`config.mk`:
```
export PLATFORM = sky130hd
export DESIGN_NAME = fetch_pair_unit
export DESIGN_NICKNAME = d
export VERILOG_FILES = /design/src/rtl/fetch_pair_unit.sv
export SDC_FILE = /design/constraint.sdc
export NUM_CORES = 1
export LEC_CHECK = 0
export CAP_MARGIN = 20
export CORE_MARGIN = 10
export CORE_UTILIZATION = 40
export CTS_CLUSTER_SIZE = 8
export DETAILED_ROUTE_END_ITERATION = 7
export PLACE_DENSITY_LB_ADDON = 0.08
export REMOVE_ABC_BUFFERS = 1
export SETUP_SLACK_MARGIN = 0.05
export SYNTH_ARGS = -nofsm -noshare
export SYNTH_HDL_FRONTEND = slang
export SYNTH_SLANG_ARGS = --single-unit
```
`constraint.sdc`:
```
create_clock -name clk -period 19.85 [get_ports clk]
set_input_delay 1.985 -clock clk [delete_from_list [all_inputs] [get_ports clk]]
set_output_delay 1.985 -clock clk [all_outputs]
set_load 0.05 [all_outputs]
```
`src/rtl/fetch_pair_unit.sv`:
```
// fetch_pair_unit
//   Dual-issue fetch front end. Drives the instruction_mem fetch-address pair
//   and captures the returned instruction pair into a circular queue. The
//   queue presents its two oldest entries to decode.
//
// Ports
//   clk, rst_n        rising-edge clock, asynchronous active-low reset
//   pc_o, pc4_o       fetch addresses of slot A / slot B (pc4_o = pc_o + 4)
//   instr1_i/instr2_i instructions at pc_o / pc4_o, same cycle as the address
//   redirect_i        flush queue and restart fetch at redirect_pc_i (word aligned)
//   deq_cnt_i         entries retired by decode this cycle (3 behaves as 2)
//   q_count_o         queue occupancy
//   slot0_* / slot1_* head and head+1 entries (valid, instruction, PC)
module fetch_pair_unit #(
    parameter logic [63:0] RESET_PC = 64'h0,
    parameter int unsigned QDEPTH   = 4
) (
    input  logic                     clk,
    input  logic                     rst_n,
    output logic [63:0]              pc_o,
    output logic [63:0]              pc4_o,
    input  logic [31:0]              instr1_i,
    input  logic [31:0]              instr2_i,
    input  logic                     redirect_i,
    input  logic [63:0]              redirect_pc_i,
    input  logic [1:0]               deq_cnt_i,
    output logic [$clog2(QDEPTH):0]  q_count_o,
    output logic                     slot0_valid_o,
    output logic [31:0]              slot0_instr_o,
    output logic [63:0]              slot0_pc_o,
    output logic                     slot1_valid_o,
    output logic [31:0]              slot1_instr_o,
    output logic [63:0]              slot1_pc_o
);

    localparam int unsigned AW = $clog2(QDEPTH);
    localparam int unsigned CW = AW + 1;

    logic [CW-1:0] r_count;
    logic [AW-1:0] r_head;
    logic [AW-1:0] r_tail;
    logic [63:0]   r_pc;

    logic [31:0]   r_qinstr [QDEPTH];
    logic [63:0]   r_qpc    [QDEPTH];

    logic [1:0]    w_deq_req;
    logic [CW-1:0] w_deq_ext;
    logic [CW-1:0] w_eff;
    logic [CW-1:0] w_after;
    logic [CW:0]   w_need;
    logic          w_enq;
    logic [AW-1:0] w_head1;
    logic [AW-1:0] w_tail1;

    // Free space is judged after this cycle's dequeue, so a full queue can
    // still accept a pair when decode retires two entries in the same cycle.
    always_comb begin
        w_deq_req = (deq_cnt_i == 2'd3) ? 2'd2 : deq_cnt_i;
        w_deq_ext = CW'(w_deq_req);
        w_eff     = (w_deq_ext > r_count) ? r_count : w_deq_ext;
        w_after   = r_count - w_eff;
        w_need    = {1'b0, w_after} + (CW+1)'(2);
        w_enq     = !redirect_i && (w_need <= (CW+1)'(QDEPTH));
        w_head1   = r_head + AW'(1);
        w_tail1   = r_tail + AW'(1);
    end

    always_ff @(posedge clk or negedge rst_n) begin
        if (!rst_n) begin
            r_count <= '0;
            r_head  <= '0;
            r_tail  <= '0;
            r_pc    <= RESET_PC;
        end else if (redirect_i) begin
            r_count <= '0;
            r_head  <= '0;
            r_tail  <= '0;
            r_pc    <= {redirect_pc_i[63:2], 2'b00};
        end else begin
            r_head <= r_head + AW'(w_eff);
            if (w_enq) begin
                r_count <= w_after + CW'(2);
                r_tail  <= r_tail + AW'(2);
                r_pc    <= r_pc + 64'd8;
            end else begin
                r_count <= w_after;
            end
        end
    end

    // Storage needs no reset: occupancy gates every read of it.
    always_ff @(posedge clk) begin
        if (w_enq) begin
            r_qinstr[r_tail]  <= instr1_i;
            r_qpc[r_tail]     <= r_pc;
            r_qinstr[w_tail1] <= instr2_i;
            r_qpc[w_tail1]    <= r_pc + 64'd4;
        end
    end

    always_comb begin
        pc_o          = r_pc;
        pc4_o         = r_pc + 64'd4;
        q_count_o     = r_count;
        slot0_valid_o = (r_count >= CW'(1));
        slot1_valid_o = (r_count >= CW'(2));
        slot0_instr_o = slot0_valid_o ? r_qinstr[r_head]  : '0;
        slot0_pc_o    = slot0_valid_o ? r_qpc[r_head]     : '0;
        slot1_instr_o = slot1_valid_o ? r_qinstr[w_head1] : '0;
        slot1_pc_o    = slot1_valid_o ? r_qpc[w_head1]    : '0;
    end

endmodule

```
After elaboration in Yosys (flattened, before gate mapping)
Memory sizes are Yosys's and may differ from the RTL's.
Cells that the tools add are included.
Word-level totals
  bits in registers: 71
  word-level logic and storage cells: 38
  ROM bits: 0
  output and inout port bits: 325
  RAM bits: 384
  memories: 2
  bits of input ports: 133
  latch bits: 0
Operators by class
  add/sub/neg operators: 9
  equality and inequality tests: 1
  order comparisons: 4
  reductions and logical operators: 3
  shift-type cells: 0
  multiply operators: 0
  multiplexer cells: 15
  div/mod/pow operators: 0
  bitwise operators: 0
Memory list
  r_qpc: depth 4, bits a word 64, read ports 2, clocked after memory_dff 0, write ports 2, line 45  | logic [63:0] r_qpc [QDEPTH];
  r_qinstr: depth 4, bits a word 32, read ports 2, clocked after memory_dff 0, write ports 2, line 44  | logic [31:0] r_qinstr [QDEPTH];
Operator list (count)
  64-bit two-way mux: 4
  64-bit by 3-bit adder with 64-bit output, second input constant: 1
  64-bit by 4-bit adder with 64-bit output, second input constant: 1
  32-bit two-way mux: 2
  3-bit two-way mux: 3
  2-bit two-way mux: 4
  2-bit by 1-bit adder with 2-bit output, second input constant: 2
  3-bit by 2-bit adder with 4-bit output, second input constant: 1
  4-bit by 3-bit <= comparator with 1-bit output, second input constant: 1
  3-bit by 2-bit adder with 3-bit output, second input constant: 1
  3-bit by 1-bit greater-or-equal comparator with 1-bit output, second input constant: 1
  3-bit by 2-bit greater-or-equal comparator with 1-bit output, second input constant: 1
  2-bit by 3-bit greater-than comparator with 1-bit output: 1
  3-bit subtractor: 1
  2-bit adder: 1
  2-bit adder, second input constant: 1
  2-bit == test, second input constant: 1
  1-bit two-way mux: 2
  2-bit nonzero test: 1
  1-bit logical AND: 1
  1-bit zero test: 1

Longest topological paths before layout
Gate-level depths: netlist (run 1).
  depth in word-level cells: 10
  mapped depth: 19
  gate-level depth less buffers: 16

Worst setup path before layout (run 1)
Ideal clock, no wire load.
  kind: input to register
  start point: input port deq_cnt_i[1]
  end point: memory r_qinstr[3][0], enable pin
  cell stages on the path: 15
  arrival: 7.769 ns
  setup time: 0.495 ns
  slack: 11.586 ns
  data required time: 19.355 ns
  cells stage by stage: clkbuf_1 -> ha_1 -> nor2b_1 -> o21ai_0 -> mux2_2 -> fa_1 -> inv_1 -> ha_1 -> or2_1 -> buf_2 -> nand2_1 -> nand3_1 -> inv_1 -> clkbuf_1 -> clkbuf_1
RTL lines
  start, declared: line 26  | input logic [1:0] deq_cnt_i,
  end, declared: line 44

==> flow_summary.json, run 1 <==
{
  "status": "finished, final reports clean",
  "grt_pass1_vias": 18800,
  "worstPathArrival_ns": 8.09,
  "synthTopCellsByCount": "edfxtp_1 (376), nand2_1 (328), clkbuf_1 (278), and2_1 (195), mux4_2 (188)",
  "first_iter_violations": 1799,
  "final.setup.tns_ns": 0,
  "num_io_pins": 458,
  "antenna_found_initial": 4,
  "cts_tree": "built",
  "grt_usage": 0.224,
  "power-per-cell-area_nw_per_um2": 198,
  "overflow": 0,
  "cts_resized": 0,
  "critical_path.endpoint_type": "register",
  "layout.cells.non_filler": 3280,
  "place.gp.congestion": 0.837,
  "vias": 18500,
  "place_hpwl_um": 59200,
  "vdd_drop_max_mv": 0.120,
  "worstMarginPinSlew_ns": 1.20,
  "pre_cts_ws_ns": 11.38,
  "r2r_end": "r_qpc[1][49]",
  "synth.mux.area_fraction": 0.166,
  "synthCells": 2211,
  "drive_gt1_frac": 0.137,
  "relSlewSlack": 0.199,
  "clockPowerShare": 0.152,
  "dpl.cell_count": 3174,
  "finalWirelength_um": 86800,
  "htreeDepth": 2,
  "crit_fanout": 64,
  "fin_util": 0.497,
  "swShare": 0.470,
  "period_share": 0.390,
  "yosysSeqAreaShare": 0.498,
  "synth_cell_type_count": 58,
  "finalSetupViolations": 0,
  "via_per_inst": 5.63,
  "async_reset_ff_frac": 0.153,
  "synth_top_family_by_area": "simple AND/OR/NAND/NOR gates",
  "ctsLongestPathBuffers": 3,
  "cts_buffers": 61,
  "drcViolationCount": 0,
  "synthAdderAreaFrac": 0.00413,
  "synth_edf_count": 376,
  "critPathLaunchType": "input port",
  "required_ns": 20.20,
  "power_switching_uw": 2980,
  "yosys.area_share.simple": 0.174,
  "dieArea_um2": 75800,
  "rsz0062_at_grt": "no",
  "critPathKind": "in2reg",
  "nFillCells": 5698,
  "core_area_um2": 64500,
  "synth_area_per_cell_um2": 11.8,
  "worstReg2RegStart": "q_count_o[1]",
  "fmax_ghz": 0.129,
  "drtAntennaViolNets": 0,
  "routedWlPerCell_um": 26.5,
  "maxCapViolCount": 0,
  "port_buffers": 447,
  "synth_flop_cell": "edfxtp_1",
  "worst-r2r-cell-count": 16,
  "comb_power_share": 0.566,
  "die-height_um": 275,
  "p_int_uw": 3360,
  "synth-compound-area-share": 0.0175,
  "synth_top_area_share": 0.433,
  "cts_setup_buffers": 0,
  "path_clk_slew_ns": 0.06,
  "start_util": 0.405,
  "ys_ff_latch": 444,
  "cts-root-buf": "clkbuf_16",
  "ctsHoldBuffers": 0,
  "worst_slack_ns": 12.11,
  "yosys_warnings": 0,
  "seqPwrFrac": 0.282,
  "slew_viol_final": 0,
  "clock_latency_ns": 0.63,
  "fp.dieW_um": 275,
  "synth.most_common_cell": "edfxtp_1",
  "clock_sinks": 444,
  "hold_path.class": "reg2reg",
  "nNetsFinal": 2523,
  "worstHoldPathCells": 2,
  "hold_end": "r_tail[1]",
  "power.leakage_uw": 0.0108,
  "hold_viol": 0,
  "synthXorXnorAreaFrac": 0.0772,
  "yosys.area.top_type": "edfxtp_1",
  "period_minus_slack_ns": 7.74,
  "area_growth_pct": 22.9,
  "skew_ns": 0.0192,
  "hp-start": "r_tail[1]",
  "r2r_slack_ns": 13.46,
  "fp-row-count": 93,
  "dr.pass1.iters": 8,
  "ys_top_cells_by_area": "edfxtp_1 (43%), mux4_2 (16%), dfrtp_1 (6.5%)",
  "grt_pass1_wl_um": 127000,
  "syn_area_um2": 26100,
  "grt_max_degree": 147
}
registers in the layout, summed over array words and instances, names as in the netlist:
register	count
r_qpc	248
r_qinstr	128
pc_o	62
q_count_o	3
r_head	2
r_tail	1
cells in the final DEF (no fill, tap or decap), types with 5 or more instances in the layout:
master / netlist / layout
xnor2_1: 111 / 111
nor3_1: 30 / 30
nor4_4: 5 / 5
o21ai_1: 12 / 12
and3_1: 7 / 7
or3_1: 11 / 9
o21ai_0: 47 / 47
mux2i_1: 5 / 5
ha_1: 7 / 7
nor4_1: 18 / 17
inv_1: 12 / 9
and2_1: 195 / 195
conb_1: 1 / 8
nand3_1: 57 / 56
dfrtp_1: 68 / 66
nor4_2: 5 / 6
clkbuf_1: 278 / 37
or4_1: 5 / 5
and4_1: 6 / 6
buf_4: 31 / 28
a31oi_1: 10 / 10
clkdlybuf4s50_1: 0 / 445
inv_6: 0 / 5
nand4_1: 68 / 68
nand2_1: 328 / 328
edfxtp_1: 376 / 376
clkbuf_16: 0 / 61
mux4_2: 188 / 188
xor2_1: 119 / 119
nor2_1: 93 / 93
nand4_4: 6 / 6
final cells by class:
type | instances | area (um2) | share of cell area
diodes | 4 | 10.0 | 0.000312
flip-flops and latches | 444 | 13000 | 0.405
clock buffers | 99 | 1680 | 0.0524
well taps | 855 | 1070 | 0.0334
clock inverters | 3 | 41.3 | 0.00129
inverters | 14 | 72.6 | 0.00226
repair buffers | 474 | 4680 | 0.146
multi-input cells | 1387 | 11500 | 0.359
cell families (layout without fill, tap and decap cells):
logic type / count (synthesis) / after routing
other: 1 / 12
DFF: 444 / 444
and+or+nand+nor: 862 / 862
buffers and inverters: 387 / 590
muxes: 197 / 197
xor gates and xnor gates: 230 / 230
AOI/OAI and AO/OA: 82 / 82
adders and majority gates: 8 / 8
power groups by stage:
stage / combinational (uW) / clock, uW / sequential, uW
after CTS: 3650 / 987 / 1790
final: 3580 / 963 / 1790
after global routing: 3790 / 1020 / 1830
after global placement: 3630 / 0 / 1770
after detailed placement: 3640 / 0 / 1800
after floorplan: 2400 / 0 / 1870
stage by stage:
step	hold WS (ns)	cell area [um2]	power [uW]
after floorplan	0.524	24500	4280
after global placement	0.609	30300	5400
after detailed placement	0.621	30300	5440
after CTS	0.634	32100	6420
after global routing	0.676	32100	6640
final	0.631	32100	6340
worst max-delay path by stage:
stage / startpoint / slack [ns] / cells past startpoint / to
after floorplan: deq_cnt_i[1] / 9.67 / 14 / r_qpc[3][49]
after global placement: deq_cnt_i[1] / 11.42 / 16 / r_qpc[1][33]
after detailed placement: deq_cnt_i[1] / 11.38 / 16 / r_qpc[1][49]
after CTS: deq_cnt_i[1] / 12.04 / 16 / r_qpc[1][49]
after global routing: deq_cnt_i[1] / 11.71 / 16 / r_qpc[1][33]
final: deq_cnt_i[1] / 12.11 / 16 / r_qpc[1][49]
per-layer routing:
layer,vias to the layer above,GRT usage,share of wire
met5,-,0,0
met4,0,0.0670,0.027
met3,133,0.0425,0.081
met2,787,0.371,0.49
met1,9442,0.296,0.40
li1,8094,-,-
worst max-delay path, stage by stage:
cell	delay [ns]
clkdlybuf4s50_1	0.56
ha_1	0.28
nor2b_1	0.13
o21ai_0	0.30
mux2_2	0.42
fa_1	0.58
inv_1	0.06
ha_1	0.31
or2_1	0.35
and2_1	0.31
or3_4	0.61
inv_6	0.48
buf_4	0.85
nand2_1	0.44
nor3_1	0.28
xor2_1	0.09
No activity file was read; power rests on OpenSTA's default activity.
==> inputs of run 2 (changes only) <==
==> constraint.sdc (replaced) <==
create_clock -name clk -period 7.5 [get_ports clk]
set_input_delay 0.75 -clock clk [delete_from_list [all_inputs] [get_ports clk]]
set_output_delay 0.75 -clock clk [all_outputs]
set_load 0.05 [all_outputs]
==> flow_summary.json, run 2 (synthesis results as in run 1) <==
{
  "status": "finished, final reports clean",
  "power-per-cell-area_nw_per_um2": 527,
  "num_io_pins": 458,
  "grt_max_degree": 127,
  "drive_gt1_frac": 0.139,
  "worstMarginPinSlew_ns": 1.17,
  "place.gp.congestion": 0.855,
  "largest_register": "r_qpc",
  "drcViolationCount": 0,
  "maxCapViolCount": 0,
  "regArea_um2": 13000,
  "final_common_cell": "clkdlybuf4s50_1",
  "final.setup.tns_ns": 0,
  "finalSetupViolations": 0,
  "vdd_drop_max_mv": 0.391,
  "largest_reg_flops": 248,
  "cts-root-buf": "clkbuf_16",
  "most-common-layout-cells": "clkdlybuf4s50_1 (445), edfxtp_1 (376), nand2_1 (328)",
  "finalWirelength_um": 87900,
  "overflow": 0,
  "nFillCells": 5703,
  "ctsHoldBuffers": 0,
  "cts_setup_buffers": 0,
  "fp.dieW_um": 275,
  "dr.pass1.iters": 5,
  "htreeDepth": 2,
  "via_per_inst": 5.58,
  "ctsLongestPathBuffers": 3,
  "place_hpwl_um": 59700,
  "vias": 18300,
  "critPathLaunchType": "register",
  "area_growth_pct": 23.5,
  "fp-row-count": 93,
  "fmax_ghz": 0.185,
  "clock_sinks": 444,
  "power.leakage_uw": 0.0108,
  "period_share": 0.719,
  "critPathKind": "reg2out",
  "routedWlPerCell_um": 26.7,
  "critical_path.endpoint_type": "output port",
  "drtAntennaViolNets": 0,
  "cts_resized": 0,
  "grt_pass1_vias": 18700,
  "cts_tree": "built",
  "clock_latency_ns": 0.61,
  "period_minus_slack_ns": 5.39,
  "grt_pass1_wl_um": 127000,
  "dieArea_um2": 75800,
  "fin_util": 0.500,
  "relSlewSlack": 0.218,
  "nNetsFinal": 2529,
  "rsz0062_at_grt": "no",
  "multi_input_area_um2": 11500,
  "hold_viol": 0,
  "required_ns": 6.75,
  "hold_path.class": "in2async",
  "path_clk_slew_ns": 0.05,
  "start_util": 0.405,
  "first_iter_violations": 1717,
  "cts_buffers": 61,
  "slew_viol_final": 0,
  "die-height_um": 275,
  "core_area_um2": 64500,
  "antenna_found_initial": 8,
  "worstPathArrival_ns": 4.64,
  "skew_ns": 0.0146,
  "port_buffers": 447,
  "grt_usage": 0.226,
  "crit_fanout": 10
}
==> run 2: cell count changes in the layout (fill, tap and decap cells not counted), sizes merged <==
cell / change
buf: +6
clkinv: -2
diode: +1
clkbuf: +1
==> run 2: where the power goes <==
group	internal (uW)	switching, uW	total, uW	leakage, uW
Clock	1530	1040	2570	0.000825
Sequential	4060	645	4710	0.00427
Combinational	3410	6280	9690	0.00573
==> run 2: layout make-up <==
class	count	share of cell area
diodes	5	0.000388
inverters	14	0.00225
clock buffers	100	0.0533
flip-flops and latches	444	0.404
well taps	855	0.0332
repair buffers	480	0.150
multi-input cells	1387	0.357
clock inverters	1	0.000272
==> run 2: through the flow <==
step                hold slack [ns]  worst slack (ns)  instances  total power [uW]  area, um2
floorplan                     0.454             -1.54       1845             11300      24500
global placement              0.601              1.54       3180             14400      30500
detailed placement            0.618              1.56       3180             14500      30500
CTS                           0.304              2.07       3281             17100      32200
global route                  0.353              1.85       3285             17700      32200
finish                        0.290              2.11       3286             17000      32200
==> run 2: worst paths after layout <==
path                               from           end  slack (ns)  depth (start not counted)
setup / recovery                pc_o[4]     pc4_o[57]        2.11                          7
hold / removal                    rst_n       pc_o[6]        0.29                          1
setup reg to reg           q_count_o[1]  r_qpc[1][49]        2.22                         15
hold reg to reg               r_tail[1]     r_tail[1]        0.64                          2
max in group asynchronous         rst_n     r_head[1]        6.42                          1
min in group clk              r_tail[1]     r_tail[1]        0.64                          2
==> run 2: critical path: stages, from the launching register on <==
cell and delay, ns:
dfrtp_1 0.56, ha_1 0.39, nand4_1 0.37, nor2_1 0.85, nand4_1 0.53, nor2_1 0.26
xnor2_1 0.20, clkdlybuf4s50_1 0.87
==> run 2: metal layers <==
metal	track usage	vias to the layer above	part of all wire
met5	0	-	0
met4	0.0805	0	0.030
met2	0.366	757	0.48
li1	-	8110	-
met1	0.298	9352	0.41
met3	0.0453	124	0.077
